$ cat config.mk
export PLATFORM = sky130hd
export DESIGN_NAME = timer_cmp_flat
export DESIGN_NICKNAME = d
export VERILOG_FILES = /design/src/rtl/timer_cmp_if.sv /design/src/rtl/timer_cmp.sv /design/src/flat_wrapper.sv
export SDC_FILE = /design/constraint.sdc
export NUM_CORES = 1
export LEC_CHECK = 0
export ABC_AREA = 1
export BUFFER_PORTS_ARGS = -buffer_cell sky130_fd_sc_hd__buf_2
export CAP_MARGIN = 15
export CORE_ASPECT_RATIO = 1.4
export CORE_MARGIN = 2
export CORE_UTILIZATION = 50
export DETAILED_ROUTE_END_ITERATION = 10
export MAX_ROUTING_LAYER = met4
export PLACE_DENSITY = 0.69
export SKIP_LAST_GASP = 1
export SYNTH_ARGS = -nofsm -noshare
export SYNTH_HDL_FRONTEND = slang
export SYNTH_SLANG_ARGS = --single-unit
$ cat constraint.sdc
create_clock -name clk -period 5.79 [get_ports clk]
set_input_delay 1.737 -clock clk [delete_from_list [all_inputs] [get_ports clk]]
set_output_delay 1.737 -clock clk [all_outputs]
set_load 0.1 [all_outputs]
$ cat src/rtl/timer_cmp_if.sv
// Peripheral bus bundle for timer_cmp: select/write/address/data in,
// OR-bus read data and level interrupt out.
interface timer_cmp_if;
    logic        cs;
    logic        we;
    logic [3:0]  addr;
    logic [31:0] di;
    logic [31:0] dout;
    logic        irq;

    modport master (output cs, we, addr, di, input dout, irq);
    modport slave  (input cs, we, addr, di, output dout, irq);
endinterface

$ cat src/rtl/timer_cmp.sv
// Memory-mapped system timer: prescaled counter, NCMP compare channels,
// optional periodic reload on CMP0, overflow flag and level interrupt.
module timer_cmp #(
    parameter int CLK_DIV = 12,
    parameter int WIDTH   = 32,
    parameter int NCMP    = 2
) (
    input logic        clk,
    input logic        rst,
    timer_cmp_if.slave bus
);
    localparam int              DW       = $clog2(CLK_DIV) + 1;
    localparam logic [DW-1:0]   DIV_LAST = DW'(CLK_DIV - 1);
    localparam logic [WIDTH-1:0] CNT_MAX = '1;

    logic [WIDTH-1:0] count_reg;
    logic [DW-1:0]    div_reg;
    logic             en_reg;
    logic             periodic_reg;
    logic [NCMP-1:0]  mf_reg;
    logic [NCMP-1:0]  mf_ien_reg;
    logic             ovf_reg;
    logic             ovf_ien_reg;
    logic [WIDTH-1:0] cmp_reg [NCMP];
    logic             oe_reg;
    logic [31:0]      rdata_reg;

    logic            wr;
    logic            rd;
    logic            tick;
    logic            count_wr;
    logic            status_wr;
    logic            ien_wr;
    logic            ctrl_wr;
    logic            count_tick;
    logic            wrap_period;
    logic            wrap_max;
    logic            ovf_set;
    logic            ovf_clr;
    logic [NCMP-1:0] match;
    logic [NCMP-1:0] mf_set;
    logic [NCMP-1:0] mf_clr;
    logic [31:0]     status_word;
    logic [31:0]     ien_word;
    logic [31:0]     rd_mux;
    logic            unused_di;

    assign wr        = bus.cs && bus.we;
    assign rd        = bus.cs && !bus.we;
    assign count_wr  = wr && (bus.addr == 4'd0);
    assign ctrl_wr   = wr && (bus.addr == 4'd1);
    assign status_wr = wr && (bus.addr == 4'd2);
    assign ien_wr    = wr && (bus.addr == 4'd3);
    assign tick      = en_reg && (div_reg == DIV_LAST);
    // A COUNT write on a tick edge suppresses both the increment and its flags.
    assign count_tick = tick && !count_wr;

    generate
        for (genvar gi = 0; gi < NCMP; gi++) begin : g_ch
            assign match[gi]  = (count_reg == cmp_reg[gi]);
            assign mf_set[gi] = count_tick && match[gi];
            assign mf_clr[gi] = status_wr && bus.di[gi];
        end
    endgenerate

    assign wrap_period = periodic_reg && match[0];
    assign wrap_max    = !wrap_period && (count_reg == CNT_MAX);
    assign ovf_set     = count_tick && wrap_max;
    assign ovf_clr     = status_wr && bus.di[15];
    assign unused_di   = &{1'b0, bus.di};

    always_comb begin
        status_word           = '0;
        status_word[NCMP-1:0] = mf_reg;
        status_word[15]       = ovf_reg;
        ien_word              = '0;
        ien_word[NCMP-1:0]    = mf_ien_reg;
        ien_word[15]          = ovf_ien_reg;
    end

    always_comb begin
        rd_mux = '0;
        case (bus.addr)
            4'd0:    rd_mux = 32'(count_reg);
            4'd1:    rd_mux = {30'b0, periodic_reg, en_reg};
            4'd2:    rd_mux = status_word;
            4'd3:    rd_mux = ien_word;
            default: begin
                for (int k = 0; k < NCMP; k++) begin
                    if (bus.addr == 4'(4 + k)) rd_mux = 32'(cmp_reg[k]);
                end
            end
        endcase
    end

    // Prescaler and counter; both hold while EN is low.
    always_ff @(posedge clk or posedge rst) begin
        if (rst) begin
            count_reg <= '0;
            div_reg   <= '0;
        end else if (count_wr) begin
            count_reg <= bus.di[WIDTH-1:0];
            div_reg   <= '0;
        end else if (en_reg) begin
            div_reg <= tick ? '0 : div_reg + 1'b1;
            if (tick) count_reg <= (wrap_period || wrap_max) ? '0 : count_reg + 1'b1;
        end
    end

    always_ff @(posedge clk or posedge rst) begin
        if (rst) begin
            en_reg       <= 1'b1;
            periodic_reg <= 1'b0;
            mf_reg       <= '0;
            ovf_reg      <= 1'b0;
            mf_ien_reg   <= '0;
            ovf_ien_reg  <= 1'b0;
            oe_reg       <= 1'b0;
            rdata_reg    <= '0;
            for (int k = 0; k < NCMP; k++) cmp_reg[k] <= '1;
        end else begin
            if (ctrl_wr) begin
                en_reg       <= bus.di[0];
                periodic_reg <= bus.di[1];
            end
            // Set events beat a same-cycle write-one-to-clear.
            mf_reg  <= (mf_reg & ~mf_clr) | mf_set;
            ovf_reg <= (ovf_reg && !ovf_clr) || ovf_set;
            if (ien_wr) begin
                mf_ien_reg  <= bus.di[NCMP-1:0];
                ovf_ien_reg <= bus.di[15];
            end
            for (int k = 0; k < NCMP; k++) begin
                if (wr && (bus.addr == 4'(4 + k))) cmp_reg[k] <= bus.di[WIDTH-1:0];
            end
            oe_reg <= rd;
            if (rd) rdata_reg <= rd_mux;
        end
    end

    assign bus.dout = oe_reg ? rdata_reg : '0;
    assign bus.irq  = (|(mf_reg & mf_ien_reg)) | (ovf_reg & ovf_ien_reg);
endmodule

$ cat src/flat_wrapper.sv
// flat-port wrapper written by rule: the top's interface ports become plain ports
module timer_cmp_flat 
#(
    parameter int CLK_DIV = 12,
    parameter int WIDTH   = 32,
    parameter int NCMP    = 2
)
  (clk, rst, bus_cs, bus_we, bus_addr, bus_di, bus_dout, bus_irq);
  timer_cmp_if bus_i ();
  input logic clk;
  input logic rst;
  input wire logic [$bits(bus_i.cs)-1:0] bus_cs;
  input wire logic [$bits(bus_i.we)-1:0] bus_we;
  input wire logic [$bits(bus_i.addr)-1:0] bus_addr;
  input wire logic [$bits(bus_i.di)-1:0] bus_di;
  output wire logic [$bits(bus_i.dout)-1:0] bus_dout;
  output wire logic [$bits(bus_i.irq)-1:0] bus_irq;
  assign bus_i.cs = bus_cs;
  assign bus_i.we = bus_we;
  assign bus_i.addr = bus_addr;
  assign bus_i.di = bus_di;
  assign bus_dout = bus_i.dout;
  assign bus_irq = bus_i.irq;
  timer_cmp #(.CLK_DIV(CLK_DIV), .WIDTH(WIDTH), .NCMP(NCMP)) u_core (.clk(clk), .rst(rst), .bus(bus_i));
endmodule
==> reports/summary.txt <==
initial antenna violation count = 0
Die Span Y = 159 um
cell row count = 56
r2r startpoint = u_core.count_reg[0]
Synth async-reset ratio = 100%
fin nets = 1,295
Vias = 7,556
DR vias/cell = 5.14
GRT Util Overall = 26.1%
outcome = completed
Main synth FF type = dfrtp_1
TritonRoute pass-1 iters = 5
I/O pin cnt = 73
min-delay worst type = flip-flop to flip-flop
cts hold-fix bufs = 0
Setup Crit Path Kind = flip-flop to primary output
Crit path largest cell delay = 750 ps
CTS tree = built
Setup crit start = u_core.oe_reg
data arrival time of the worst path = 2090 ps
Initial DRC Count = 474
Final Power = 3.45 mW
Final Cycle Share = 66.1%
Peak supply drop = 191 uV
total gr overflow = 0
placeable core area = 16,800 sq um
setup slack, reg-to-reg = 3350 ps
Starting Density = 51.2%
number of routed nets with antenna violations = 0
post-layout instance area = 9680 sq um
Tmin final = 3830 ps
global-route wire length before repair = 36,800 um
CTS root buf = clkbuf_16
Max Slew Vio Count = 0
commonest cells after routing, fill and taps aside = nand2_1 (414), inv_1 (176), nor2_1 (93), o21ai_0 (89), dfrtp_1 (77)
Clock transition at path regs = 60 ps
Residual DRC = 0
flops & latches, synth = 142
crit path cell chain = buf_4 > nand2_1 > inv_1 > buf_2
Slew headroom = 28.4%
unrepaired setup endpoints after global routing = no
Placer Congestion = 0.982
Routed WL = 22,100 um
worst hold start = u_core.cmp_reg[17]
most common cell after layout, fill and taps aside = nand2_1
Max-Cap Viols = 0
Area growth syn-to-layout = 12.5%
worst-path fanout max = 19
DP Area = 9020 sq um
post-synthesis cell count = 1,213
startpoint types = flip-flop
hpwl dp = 15,400 um
final hold slack = 501 ps
DIE AREA = 18,300 sq um
setup_tns = 0 ps
number of CTS-inserted buffers = 17
worst slew pin tran = 1070 ps
number of synthesis warnings = 0
Skew-Pair Late Insertion Delay = 440 ps
H-tree levels = 4
Synth Cell Area = 8600 sq um
# clock sinks = 142
max reg flops = 64
Fin. Hold Viols = 0
Ant. Diodes = 0
vias in the first global route = 7,150
post-CTS setup buffers = 0
fraction of layout cells with a size suffix above 1 = 16.5%
die width = 115 um
Leak = 4.73 nW
Cell Count, Final, Fillers Out = 1,469
Setup violations, final = 0
pwr/cell area = 357 nW/um^2
largest net degree at the start of global routing = 114
Yosys cell types = 34
Crit-path slowest cell = dfrtp_1
wire per inst = 15.0 um
sequential fraction of the synthesis area = 42.3%
cell total after placement = 1,436
EDFF count, synth = 0
Clock Tree Buf Depth = 2
critical path endpoint category = primary output
Max Clk Rate = 261 MHz
IO Port Bufs = 72
post-synthesis average cell area = 7.09 sq um
Layout Skew = 12.7 ps
post_cts resized = 0
syn_nets = 1,255
required time worst endpoint = 4050 ps
==> Yosys cell counts, types with 4 or more instances <==
cell | count | share of area, %
xnor2_1 | 30 | 3.1
nand2_2 | 4 | 0.29
or2_2 | 10 | 0.73
dfstp_2 | 65 | 20
clkbuf_1 | 33 | 1.4
a21oi_1 | 5 | 0.29
a41oi_1 | 29 | 3.0
xor2_1 | 24 | 2.4
dfrtp_1 | 77 | 22
o21ai_0 | 89 | 5.2
nand2_1 | 416 | 18
buf_2 | 22 | 1.3
nor3_1 | 12 | 0.70
inv_2 | 5 | 0.22
o22ai_1 | 29 | 2.1
nor2_1 | 94 | 4.1
inv_1 | 177 | 7.7
nand3_1 | 27 | 1.6
nand4_1 | 41 | 3.0
==> critical path: cells and delay by family, from the launching register on <==
family | cells | cell delay [ps]
buf+inv | 3 | 820
flops | 1 | 750
simple gates | 1 | 80
==> per-stage QoR <==
| step | util [%] | setup WS [ps] |
|---|---|---|
| after global placement | 53.7 | 1960 |
| after global routing | 57.5 | 1790 |
| final | 57.5 | 1960 |
| after CTS | 57.4 | 1900 |
| after detailed placement | 53.7 | 1850 |
| after floorplan | - | 351 |
==> layer usage <==
metal	vias up	GRT usage [%]	routed length (um)
li1	3897	-	-
met1	3480	32.8	9890
met2	146	42.3	11000
met3	33	4.83	753
met4	0	8.65	461
met5	-	-	0
==> worst paths after layout <==
kind,to,cells past startpoint
max,bus_dout[6],4
min,u_core.cmp_reg[17],2
min reg2reg,u_core.cmp_reg[17],2
max reg2reg,u_core.ovf_reg,10
min in group asynchronous,u_core.rdata_reg[22],2
max in group asynchronous,u_core.cmp_reg[47],3
==> final cells by class <==
| cell class | count | area [sq um] |
|---|---|---|
| Fill cell | 1612 | 7140 |
| Timing Repair Buffer | 82 | 448 |
| Tap cell | 203 | 254 |
| Multi-Input combinational cell | 826 | 4010 |
| Clock inverter | 11 | 163 |
| Inverter | 184 | 696 |
| Clock buffer | 21 | 470 |
| Sequential cell | 142 | 3630 |
==> cells by family (layout without fill, tap and decap cells) <==
logic type	after synthesis	count (layout)	share of synthesized area, %
simple gates	612	612	29.6
buf+inv	245	298	11.3
compound gates	158	158	11.0
flops	142	142	42.3
xor+xnor	54	54	5.50
fa+ha+maj	2	2	0.291
==> where the power goes <==
| part | switching, mW | internal, mW | total, mW | leakage (nW) |
|---|---|---|---|---|
| Combinational | 0.485 | 0.307 | 0.792 | 2.76 |
| Clock | 0.427 | 0.752 | 1.18 | 0.317 |
| Sequential | 0.238 | 1.24 | 1.48 | 1.65 |
| Total | 1.15 | 2.30 | 3.45 | 4.73 |
No activity file was read; power rests on OpenSTA's default activity.
